## src/rtl/sram_arbiter_if.sv

```systemverilog
// Bus bundle between two requesters, the sram_arbiter and the shared sram_controller.
// master = requesters + controller side, slave = arbiter side.
interface sram_arbiter_if #(
  parameter int ADDR_BITS = 10,
  parameter int DATA_BITS = 8
);
  logic                 p0_req;
  logic                 p0_ready;
  logic                 p0_write_enable;
  logic [ADDR_BITS-1:0] p0_addr;
  logic [DATA_BITS-1:0] p0_write_data;
  logic                 p0_write_done;
  logic [DATA_BITS-1:0] p0_read_data;
  logic                 p0_read_data_valid;

  logic                 p1_req;
  logic                 p1_ready;
  logic                 p1_write_enable;
  logic [ADDR_BITS-1:0] p1_addr;
  logic [DATA_BITS-1:0] p1_write_data;
  logic                 p1_write_done;
  logic [DATA_BITS-1:0] p1_read_data;
  logic                 p1_read_data_valid;

  logic                 ctrl_req;
  logic                 ctrl_ready;
  logic                 ctrl_write_enable;
  logic [ADDR_BITS-1:0] ctrl_addr;
  logic [DATA_BITS-1:0] ctrl_write_data;
  logic                 ctrl_write_done;
  logic [DATA_BITS-1:0] ctrl_read_data;
  logic                 ctrl_read_data_valid;

  logic                 err;

  modport master (
    output p0_req, p0_write_enable, p0_addr, p0_write_data,
    input  p0_ready, p0_write_done, p0_read_data, p0_read_data_valid,
    output p1_req, p1_write_enable, p1_addr, p1_write_data,
    input  p1_ready, p1_write_done, p1_read_data, p1_read_data_valid,
    input  ctrl_req, ctrl_write_enable, ctrl_addr, ctrl_write_data,
    output ctrl_ready, ctrl_write_done, ctrl_read_data, ctrl_read_data_valid,
    input  err
  );

  modport slave (
    input  p0_req, p0_write_enable, p0_addr, p0_write_data,
    output p0_ready, p0_write_done, p0_read_data, p0_read_data_valid,
    input  p1_req, p1_write_enable, p1_addr, p1_write_data,
    output p1_ready, p1_write_done, p1_read_data, p1_read_data_valid,
    output ctrl_req, ctrl_write_enable, ctrl_addr, ctrl_write_data,
    input  ctrl_ready, ctrl_write_done, ctrl_read_data, ctrl_read_data_valid,
    output err
  );
endinterface

```

## src/rtl/sram_arbiter.sv

```systemverilog
// Two-port round-robin arbiter in front of one sram_controller; an in-order tag FIFO routes completions back.
// Define SRAM_ARBITER_FIXED_PRIORITY_EN to make port 0 always win contention (port 1 may starve).
module sram_arbiter #(
  parameter int ADDR_BITS       = 10,
  parameter int DATA_BITS       = 8,
  parameter int MAX_OUTSTANDING = 4
) (
  input logic           clk,
  input logic           reset,
  sram_arbiter_if.slave bus
);
  localparam int PTR_W = $clog2(MAX_OUTSTANDING);
  localparam int CNT_W = PTR_W + 1;

  logic                 tag_port [MAX_OUTSTANDING];
  logic                 tag_we   [MAX_OUTSTANDING];
  logic [PTR_W-1:0]     wr_ptr;
  logic [PTR_W-1:0]     rd_ptr;
  logic [CNT_W-1:0]     count;
  logic                 err_q;
  logic                 p0_rdv_q;
  logic                 p1_rdv_q;
  logic                 p0_wd_q;
  logic                 p1_wd_q;
  logic [DATA_BITS-1:0] p0_rd_q;
  logic [DATA_BITS-1:0] p1_rd_q;

  logic                 grant0;
  logic                 grant1;
  logic                 full;
  logic                 empty;
  logic                 accept;
  logic                 any_cpl;
  logic                 pop;
  logic                 cpl_ok;
  logic                 head_port;
  logic                 head_we;
  logic [ADDR_BITS-1:0] sel_addr;
  logic [DATA_BITS-1:0] sel_wdata;
  logic                 sel_we;

`ifdef SRAM_ARBITER_FIXED_PRIORITY_EN
  assign grant0 = bus.p0_req;
  assign grant1 = bus.p1_req && !bus.p0_req;
`else
  logic last_grant;

  // On contention the port that did not win last time gets the slot.
  assign grant0 = bus.p0_req && (!bus.p1_req || last_grant);
  assign grant1 = bus.p1_req && (!bus.p0_req || !last_grant);

  always_ff @(posedge clk or posedge reset) begin
    if (reset)       last_grant <= 1'b1;
    else if (accept) last_grant <= grant1;
  end
`endif

  assign full   = (count == CNT_W'(MAX_OUTSTANDING));
  assign empty  = (count == '0);
  assign accept = bus.ctrl_req && bus.ctrl_ready;

  assign sel_addr  = grant1 ? bus.p1_addr         : bus.p0_addr;
  assign sel_wdata = grant1 ? bus.p1_write_data   : bus.p0_write_data;
  assign sel_we    = grant1 ? bus.p1_write_enable : bus.p0_write_enable;

  assign bus.ctrl_req          = (bus.p0_req || bus.p1_req) && !full;
  assign bus.ctrl_addr         = sel_addr;
  assign bus.ctrl_write_data   = sel_wdata;
  assign bus.ctrl_write_enable = sel_we;
  assign bus.p0_ready          = grant0 && bus.ctrl_ready && !full;
  assign bus.p1_ready          = grant1 && bus.ctrl_ready && !full;

  assign head_port = tag_port[rd_ptr];
  assign head_we   = tag_we[rd_ptr];
  assign any_cpl   = bus.ctrl_read_data_valid || bus.ctrl_write_done;
  assign pop       = any_cpl && !empty;
  // A completion is only routed when it is unambiguous and matches the head's type.
  assign cpl_ok    = pop && (bus.ctrl_read_data_valid ^ bus.ctrl_write_done) &&
                     (head_we == bus.ctrl_write_done);

  always_ff @(posedge clk) begin
    if (accept) begin
      tag_port[wr_ptr] <= grant1;
      tag_we[wr_ptr]   <= sel_we;
    end
  end

  always_ff @(posedge clk or posedge reset) begin
    if (reset) begin
      wr_ptr   <= '0;
      rd_ptr   <= '0;
      count    <= '0;
      err_q    <= 1'b0;
      p0_rdv_q <= 1'b0;
      p1_rdv_q <= 1'b0;
      p0_wd_q  <= 1'b0;
      p1_wd_q  <= 1'b0;
      p0_rd_q  <= '0;
      p1_rd_q  <= '0;
    end else begin
      if (accept) wr_ptr <= wr_ptr + PTR_W'(1);
      if (pop)    rd_ptr <= rd_ptr + PTR_W'(1);
      case ({accept, pop})
        2'b10:   count <= count + CNT_W'(1);
        2'b01:   count <= count - CNT_W'(1);
        default: count <= count;
      endcase
      if (any_cpl && !cpl_ok) err_q <= 1'b1;
      p0_rdv_q <= cpl_ok && bus.ctrl_read_data_valid && !head_port;
      p1_rdv_q <= cpl_ok && bus.ctrl_read_data_valid &&  head_port;
      p0_wd_q  <= cpl_ok && bus.ctrl_write_done && !head_port;
      p1_wd_q  <= cpl_ok && bus.ctrl_write_done &&  head_port;
      if (cpl_ok && bus.ctrl_read_data_valid && !head_port) p0_rd_q <= bus.ctrl_read_data;
      if (cpl_ok && bus.ctrl_read_data_valid &&  head_port) p1_rd_q <= bus.ctrl_read_data;
    end
  end

  assign bus.p0_read_data_valid = p0_rdv_q;
  assign bus.p1_read_data_valid = p1_rdv_q;
  assign bus.p0_write_done      = p0_wd_q;
  assign bus.p1_write_done      = p1_wd_q;
  assign bus.p0_read_data       = p0_rd_q;
  assign bus.p1_read_data       = p1_rd_q;
  assign bus.err                = err_q;
endmodule

```

## src/flat_wrapper.sv

```systemverilog
// flat-port wrapper written by rule: the top's interface ports become plain ports
module sram_arbiter_flat 
#(
  parameter int ADDR_BITS       = 10,
  parameter int DATA_BITS       = 8,
  parameter int MAX_OUTSTANDING = 4
)
  (clk, reset, bus_p0_req, bus_p0_write_enable, bus_p0_addr, bus_p0_write_data, bus_p0_ready, bus_p0_write_done, bus_p0_read_data, bus_p0_read_data_valid, bus_p1_req, bus_p1_write_enable, bus_p1_addr, bus_p1_write_data, bus_p1_ready, bus_p1_write_done, bus_p1_read_data, bus_p1_read_data_valid, bus_ctrl_req, bus_ctrl_write_enable, bus_ctrl_addr, bus_ctrl_write_data, bus_ctrl_ready, bus_ctrl_write_done, bus_ctrl_read_data, bus_ctrl_read_data_valid, bus_err);
  sram_arbiter_if #(.ADDR_BITS(ADDR_BITS), .DATA_BITS(DATA_BITS)) bus_i ();
  input logic clk;
  input logic reset;
  input wire logic [$bits(bus_i.p0_req)-1:0] bus_p0_req;
  input wire logic [$bits(bus_i.p0_write_enable)-1:0] bus_p0_write_enable;
  input wire logic [$bits(bus_i.p0_addr)-1:0] bus_p0_addr;
  input wire logic [$bits(bus_i.p0_write_data)-1:0] bus_p0_write_data;
  output wire logic [$bits(bus_i.p0_ready)-1:0] bus_p0_ready;
  output wire logic [$bits(bus_i.p0_write_done)-1:0] bus_p0_write_done;
  output wire logic [$bits(bus_i.p0_read_data)-1:0] bus_p0_read_data;
  output wire logic [$bits(bus_i.p0_read_data_valid)-1:0] bus_p0_read_data_valid;
  input wire logic [$bits(bus_i.p1_req)-1:0] bus_p1_req;
  input wire logic [$bits(bus_i.p1_write_enable)-1:0] bus_p1_write_enable;
  input wire logic [$bits(bus_i.p1_addr)-1:0] bus_p1_addr;
  input wire logic [$bits(bus_i.p1_write_data)-1:0] bus_p1_write_data;
  output wire logic [$bits(bus_i.p1_ready)-1:0] bus_p1_ready;
  output wire logic [$bits(bus_i.p1_write_done)-1:0] bus_p1_write_done;
  output wire logic [$bits(bus_i.p1_read_data)-1:0] bus_p1_read_data;
  output wire logic [$bits(bus_i.p1_read_data_valid)-1:0] bus_p1_read_data_valid;
  output wire logic [$bits(bus_i.ctrl_req)-1:0] bus_ctrl_req;
  output wire logic [$bits(bus_i.ctrl_write_enable)-1:0] bus_ctrl_write_enable;
  output wire logic [$bits(bus_i.ctrl_addr)-1:0] bus_ctrl_addr;
  output wire logic [$bits(bus_i.ctrl_write_data)-1:0] bus_ctrl_write_data;
  input wire logic [$bits(bus_i.ctrl_ready)-1:0] bus_ctrl_ready;
  input wire logic [$bits(bus_i.ctrl_write_done)-1:0] bus_ctrl_write_done;
  input wire logic [$bits(bus_i.ctrl_read_data)-1:0] bus_ctrl_read_data;
  input wire logic [$bits(bus_i.ctrl_read_data_valid)-1:0] bus_ctrl_read_data_valid;
  output wire logic [$bits(bus_i.err)-1:0] bus_err;
  assign bus_i.p0_req = bus_p0_req;
  assign bus_i.p0_write_enable = bus_p0_write_enable;
  assign bus_i.p0_addr = bus_p0_addr;
  assign bus_i.p0_write_data = bus_p0_write_data;
  assign bus_p0_ready = bus_i.p0_ready;
  assign bus_p0_write_done = bus_i.p0_write_done;
  assign bus_p0_read_data = bus_i.p0_read_data;
  assign bus_p0_read_data_valid = bus_i.p0_read_data_valid;
  assign bus_i.p1_req = bus_p1_req;
  assign bus_i.p1_write_enable = bus_p1_write_enable;
  assign bus_i.p1_addr = bus_p1_addr;
  assign bus_i.p1_write_data = bus_p1_write_data;
  assign bus_p1_ready = bus_i.p1_ready;
  assign bus_p1_write_done = bus_i.p1_write_done;
  assign bus_p1_read_data = bus_i.p1_read_data;
  assign bus_p1_read_data_valid = bus_i.p1_read_data_valid;
  assign bus_ctrl_req = bus_i.ctrl_req;
  assign bus_ctrl_write_enable = bus_i.ctrl_write_enable;
  assign bus_ctrl_addr = bus_i.ctrl_addr;
  assign bus_ctrl_write_data = bus_i.ctrl_write_data;
  assign bus_i.ctrl_ready = bus_ctrl_ready;
  assign bus_i.ctrl_write_done = bus_ctrl_write_done;
  assign bus_i.ctrl_read_data = bus_ctrl_read_data;
  assign bus_i.ctrl_read_data_valid = bus_ctrl_read_data_valid;
  assign bus_err = bus_i.err;
  sram_arbiter #(.ADDR_BITS(ADDR_BITS), .DATA_BITS(DATA_BITS), .MAX_OUTSTANDING(MAX_OUTSTANDING)) u_core (.clk(clk), .reset(reset), .bus(bus_i));
endmodule
```

## config.mk

```make
export PLATFORM = sky130hd
export DESIGN_NAME = sram_arbiter_flat
export DESIGN_NICKNAME = d
export VERILOG_FILES = /design/src/rtl/sram_arbiter_if.sv /design/src/rtl/sram_arbiter.sv /design/src/flat_wrapper.sv
export SDC_FILE = /design/constraint.sdc
export NUM_CORES = 1
export LEC_CHECK = 0
export BUFFER_PORTS_ARGS = -buffer_cell sky130_fd_sc_hd__buf_2
export CAP_MARGIN = 20
export CORE_UTILIZATION = 40
export DETAILED_ROUTE_END_ITERATION = 12
export HOLD_SLACK_MARGIN = 0.15
export PLACE_DENSITY = 0.84
export SETUP_SLACK_MARGIN = 0.15
export SLEW_MARGIN = 20
export SYNTH_ARGS = -nofsm -noshare
export SYNTH_HDL_FRONTEND = slang
export SYNTH_SLANG_ARGS = --single-unit
```

## constraint.sdc

```tcl
create_clock -name clk -period 1.8 [get_ports clk]
set_input_delay 0.18 -clock clk [delete_from_list [all_inputs] [get_ports clk]]
set_output_delay 0.18 -clock clk [all_outputs]
set_load 0.005 [all_outputs]
```

* Word-level counts from Yosys, hierarchy flattened
Memory sizes are Yosys's and may differ from the RTL's. Index checks and enable logic that the tools add are counted.
Operators by class: bitwise logic cells 1, equal/unequal tests 4, reduce and logical (&&, ||, !) cells 31, add/sub/neg operators 4, multiplexer cells 6
Operators by type and width (number):
- $logic_and A1 B1 Y1 | 18
- $mux W10 | 1
- $mux W8 | 1
- $logic_not A1 Y1 | 7
- $pmux W3 S2 | 1
- $add A2 B1 Y2 const B | 2
- $logic_or A1 B1 Y1 | 4
- $add A3 B1 Y3 const B | 1
- $eq A3 B3 Y1 const B | 1
- $logic_not A3 Y1 | 1
- $mux W1 | 3
- $sub A3 B1 Y3 const B | 1
- $eq A2 B1 Y1 const B | 1
- $eq A2 B2 Y1 const B | 1
- $reduce_bool A2 Y1 | 1
- $eq A1 B1 Y1 | 1
- $xor A1 B1 Y1 | 1
Word-level totals: output and inout bits 43, logic and storage cells 59, bits of input ports 53, memories 2, RAM bits 8, flip-flop bits (word level) 29
Memory list:
- u_core.tag_port | depth 4, bits a word 1, read ports 1, clocked after Yosys merged registers in 0, wr ports 1, RTL line sram_arbiter.sv:15 | logic tag_port [MAX_OUTSTANDING];
- u_core.tag_we | depth 4, bits a word 1, read ports 1, clocked after Yosys merged registers in 0, wr ports 1, RTL line sram_arbiter.sv:16 | logic tag_we [MAX_OUTSTANDING];

* Depth between registers and ports, before layout
depth in word-level cells 7, gate-level depth with buffers 10

* Least setup slack after synthesis
No wires, ideal clock.
kind register to register, start point register u_core.rd_ptr[0], end point register u_core.p1_rd_q[0] (netlist: u_core.bus.p1_read_data[0]), path slack -143 ps, required time 1675 ps, data arrival time 1818 ps, stages on the path, launching flop included 6, period minus slack after synthesis 1943 ps, path through dfrtp_1 mux4_2 xnor2_2 and4_2 buf_6 mux2_2
Between the ends: cells in the longest elaborated chain, start to end 5
RTL lines:
- start: declaration | RTL line sram_arbiter.sv:18 | logic [PTR_W-1:0] rd_ptr;
- start signal: assignment | RTL line sram_arbiter.sv:102 | if (pop) rd_ptr <= rd_ptr + PTR_W'(1);
- $mem_v2 Z4 W1
- $eq A1 B1 Y1 | RTL line sram_arbiter.sv:79 | (head_we == bus.ctrl_write_done);
- $logic_and A1 B1 Y1 | RTL line sram_arbiter.sv:78 | assign cpl_ok = pop && (bus.ctrl_read_data_valid ^ bus.ctrl_write_done) &&
- $logic_and A1 B1 Y1 | RTL line sram_arbiter.sv:114 | if (cpl_ok && bus.ctrl_read_data_valid && head_port) p1_rd_q <= bus.ctrl_read_data;
- $logic_and A1 B1 Y1 (*) | RTL line sram_arbiter.sv:114
- end signal: assignment | RTL line sram_arbiter.sv:114
- end: declaration | RTL line sram_arbiter.sv:26 | logic [DATA_BITS-1:0] p1_rd_q;
Every way passes the cells marked *; elsewhere a longest branch is shown, timed or not. A chain may end at the register's enable or synchronous reset.

* Worst setup path after layout
start point register u_core.last_grant, end point output port bus_ctrl_addr[2]
Between the ends: cells in the longest elaborated chain, start to end 4
RTL lines:
- start: declaration | RTL line sram_arbiter.sv:46 | logic last_grant;
- start signal: assignment | RTL line sram_arbiter.sv:54 | else if (accept) last_grant <= grant1;
- $logic_not A1 Y1 | RTL line sram_arbiter.sv:50 | assign grant1 = bus.p1_req && (!bus.p0_req || !last_grant);
- $logic_or A1 B1 Y1 | RTL line sram_arbiter.sv:50
- $logic_and A1 B1 Y1 | RTL line sram_arbiter.sv:50
- $mux W10 | RTL line sram_arbiter.sv:62 | assign sel_addr = grant1 ? bus.p1_addr : bus.p0_addr;
- end: declaration | RTL line flat_wrapper.sv:30 | output wire logic [$bits(bus_i.ctrl_addr)-1:0] bus_ctrl_addr;
No other way between the ends.

==> run_results.csv <==
group,metric,value,unit
logic_synthesis,syn_inst,131,
route,drt_pass1_iterations,4,
grt,grt_overflow,0,
sta,clock_skew,0.00536,ns
sta,fin_ws,-0.134,ns
worst_setup_path,worst_path_most_repeated_cell,"buf_12",
grt,grt_pass1_wl,8090,microns
pwr,finalPower,4.14,mW
worst_setup_path,path_cells,"a21boi_4, buf_12, buf_12, buf_12, mux2_4, buf_6",
worst_setup_path,crit_required,1.62,ns
worst_setup_path,r2r_setup_slack,-0.12,ns
logic_synthesis,async_flop_share,78.4,%
run_status,status,"finished, violations left",
die,die-width,69.3,microns
sta,period_needed,1.93,ns
cts,htreeDepth,2,
sta,tightest_slew,0.369,ns
die,initial_core_util,41.6,%
logic_synthesis,synthFlopType,"dfrtp_1",
sta,setup_tns,-2.05,ns
placement,hpwl,3160,microns
route,vias,1655,
logic_synthesis,ys_ff_latch,37,
worst_setup_path,worstPathArrival,1.75,ns
logic_synthesis,seq_area_frac_synth,53.3,%
logic_synthesis,yosysUniqueCellTypes,29,
logic_synthesis,yosysTopAreaCell,"dfrtp_1",
run_status,violations,"negative setup slack",
worst_setup_path,end_kind,"output pin",
logic_synthesis,synth_area_leaders,"dfrtp_1 39%, mux2_2 22%, edfxtp_1 13%, ha_1 4.1%, inv_1 2.3%",
die,core-area,4350,sq um
finish,num-nets-final,339,
die,die_area,4810,sq um
logic_synthesis,yosys.area.top_type_share,38.6,%
sta,slew_viol_final,0,
finish,antennaDiodeCount,0,
logic_synthesis,avgSynthCellArea,13.8,sq um
route,postRouteAntennaNets,0,
route,routedWlPerCell,17.2,microns
cts,clkLatencyLatePin,0.29,ns
sta,rsz0062_at_grt,"true",
route,drt_wl_total,5700,microns
cts,clock_path_buffers,2,
logic_synthesis,syn_area,1810,sq um
worst_setup_path,critical-path-max-stage-delay,0.56,ns
finish,area_growth,77.7,%
sta,fin_crit_sh,107,%
worst_setup_path,crit_path_end,"bus_ctrl_addr[2]",
cts,cts-root-buf,"clkbuf_8",
cts,path_clk_slew,0.07,ns
route,routed_via_density,4.98,
sta,clock.fmax,517,MHz
die,die_y,69.3,microns
worst_setup_path,r2r-start,"u_core.rd_ptr[0]",
die,ios,96,
cts,numCtsBuffers,5,
pwr,p_per_area,1280,nW/um^2
worst_setup_path,crit_start,"u_core.last_grant",
placement,post-place-ws,-0.176,ns
worst_setup_path,r2r_cells,4,
hold_path,worstHoldPathType,"primary input to flop",
worst_setup_path,crit_fanout,5,
sta,hold_viol_final,0,
finish,layout_commonest_cell,"buf_2",
die,rows,24,
grt,grt_pass1_vias,1814,
finish,layout_common_cells,"77 x buf_2, 28 x buf_6, 28 x dfrtp_1",
placement,port_buffers,95,
route,drt_iter0_markers,50,
finish,drive_above_1_share,71.1,%
grt,grt.total_usage,22.1,%
run,cap_violations,0,
finish,final_util,74.0,%
logic_synthesis,syn_nets,191,
worst_setup_path,critPathSlowestCell,"dfstp_2",
pwr,peakVddDrop,552,uV
cts,cts_tree,"built",
logic_synthesis,synth.yosys.warnings,0,
grt,grt_start_max_net_pins,30,
finish,instances_no_fill,332,
placement,dp.cells,293,
grt,antenna_found_initial,0,
pwr,p_leak,1.64,nW
sta,slew_headroom,75.4,%
worst_setup_path,crit_path_start_kind,"flop",
sta,setup_violations,30,
placement,place_congestion,0.799,
cts,cts.sinks,37,
route,drcViolationCount,0,
worst_setup_path,critPathKind,"flop to output pin",
worst_setup_path,r2r-end,"u_core.bus.p1_read_data[7]",
logic_synthesis,synth_edf_count,8,
==> through the flow <==
step	area [sq um]	hold WS, ns
6_report	3220	0.178
2_1_floorplan	1840	0.243
5_1_grt	3220	0.177
3_5_place_dp	2520	0.267
4_1_cts	3060	0.162
3_3_place_gp	2520	0.269
==> registers in the layout, summed over array words and instances, names as in the netlist <==
| name | count |
|---|---|
| u_core.bus.p1_write_done | 1 |
| u_core.bus.p0_read_data | 8 |
| u_core.last_grant | 1 |
| u_core.bus.p0_write_done | 1 |
| u_core.tag_port | 4 |
| u_core.rd_ptr | 2 |
| u_core.bus.p0_read_data_valid | 1 |
| u_core.bus.err | 1 |
| u_core.bus.p1_read_data | 8 |
| u_core.bus.p1_read_data_valid | 1 |
| u_core.tag_we | 4 |
| u_core.wr_ptr | 2 |
| u_core.count | 3 |
==> synth_stat cells, drive strengths merged (2+ instances only) <==
cell    number
mux2        36
and2         2
edfxtp       8
nor2         7
clkbuf       2
ha           6
a21boi       2
and3         4
nand2        2
xor2         3
inv         11
mux4         2
xnor2        4
dfrtp       28
a21oi        3
==> worst min path at each step <==
| stage | slack (ns) | endpoint | cells past startpoint | startpoint |
|---|---|---|---|---|
| after floorplan | 0.24 | u_core.last_grant | 1 | bus_p0_req |
| final | 0.18 | u_core.last_grant | 3 | bus_p1_req |
| after detailed placement | 0.27 | u_core.count[1] | 3 | reset |
| after CTS | 0.16 | u_core.last_grant | 3 | bus_p1_req |
| after global placement | 0.27 | u_core.count[2] | 3 | reset |
| after global routing | 0.18 | u_core.last_grant | 3 | bus_p1_req |
==> where the power goes <==
group          internal [mW]  switching [mW]  total (mW)
clock network          0.310           0.299       0.609
logic                   1.30           0.826        2.13
registers               1.20           0.209        1.40
total                   2.81            1.33        4.14
==> cells by family after synthesis <==
group / Yosys count / share of synthesized area [%]
AND/OR/NAND/NOR: 21 / 6.49
XOR/XNOR: 7 / 3.80
adder cells (fa/ha/maj): 7 / 5.24
AO/OA/AOI/OAI: 6 / 2.00
buffers and inverters: 14 / 3.31
multiplexers: 39 / 25.8
flip-flops: 37 / 53.3
==> worst max-delay path: cells and delay by family, from the launching register on <==
family                 cells  cell delay [ns]
flip-flops                 1             0.56
AO/OA/AOI/OAI              1             0.09
buffers and inverters      4             0.50
multiplexers               1             0.30
==> what timing repair did <==
item,4_1_cts,5_1_grt
pin swaps,9,3
hold buffers,10,0
setup endpoints to repair,40,42
setup buffers,13,4
resized for setup,34,31
cloned,4,0
hold endpoints to repair,45,0
==> routing by layer <==
| metal | share of wire, % | track usage (%) | up-vias |
|---|---|---|---|
| met5 | 0 | 0 | - |
| met1 | 36 | 20.5 | 797 |
| met4 | 1.8 | 10.9 | 0 |
| li1 | - | - | 755 |
| met2 | 55 | 43.3 | 94 |
| met3 | 7.2 | 5.96 | 9 |
==> area by class of cell <==
type | instances | area [sq um]
clock buffer | 6 | 82.6
multi-input combinational | 81 | 948
clock inverter | 2 | 13.8
tap | 52 | 65.1
fill | 254 | 1130
sequential | 37 | 967
timing repair buffer | 143 | 1100
inverter | 11 | 43.8
No activity file was read; power rests on OpenSTA's default activity.
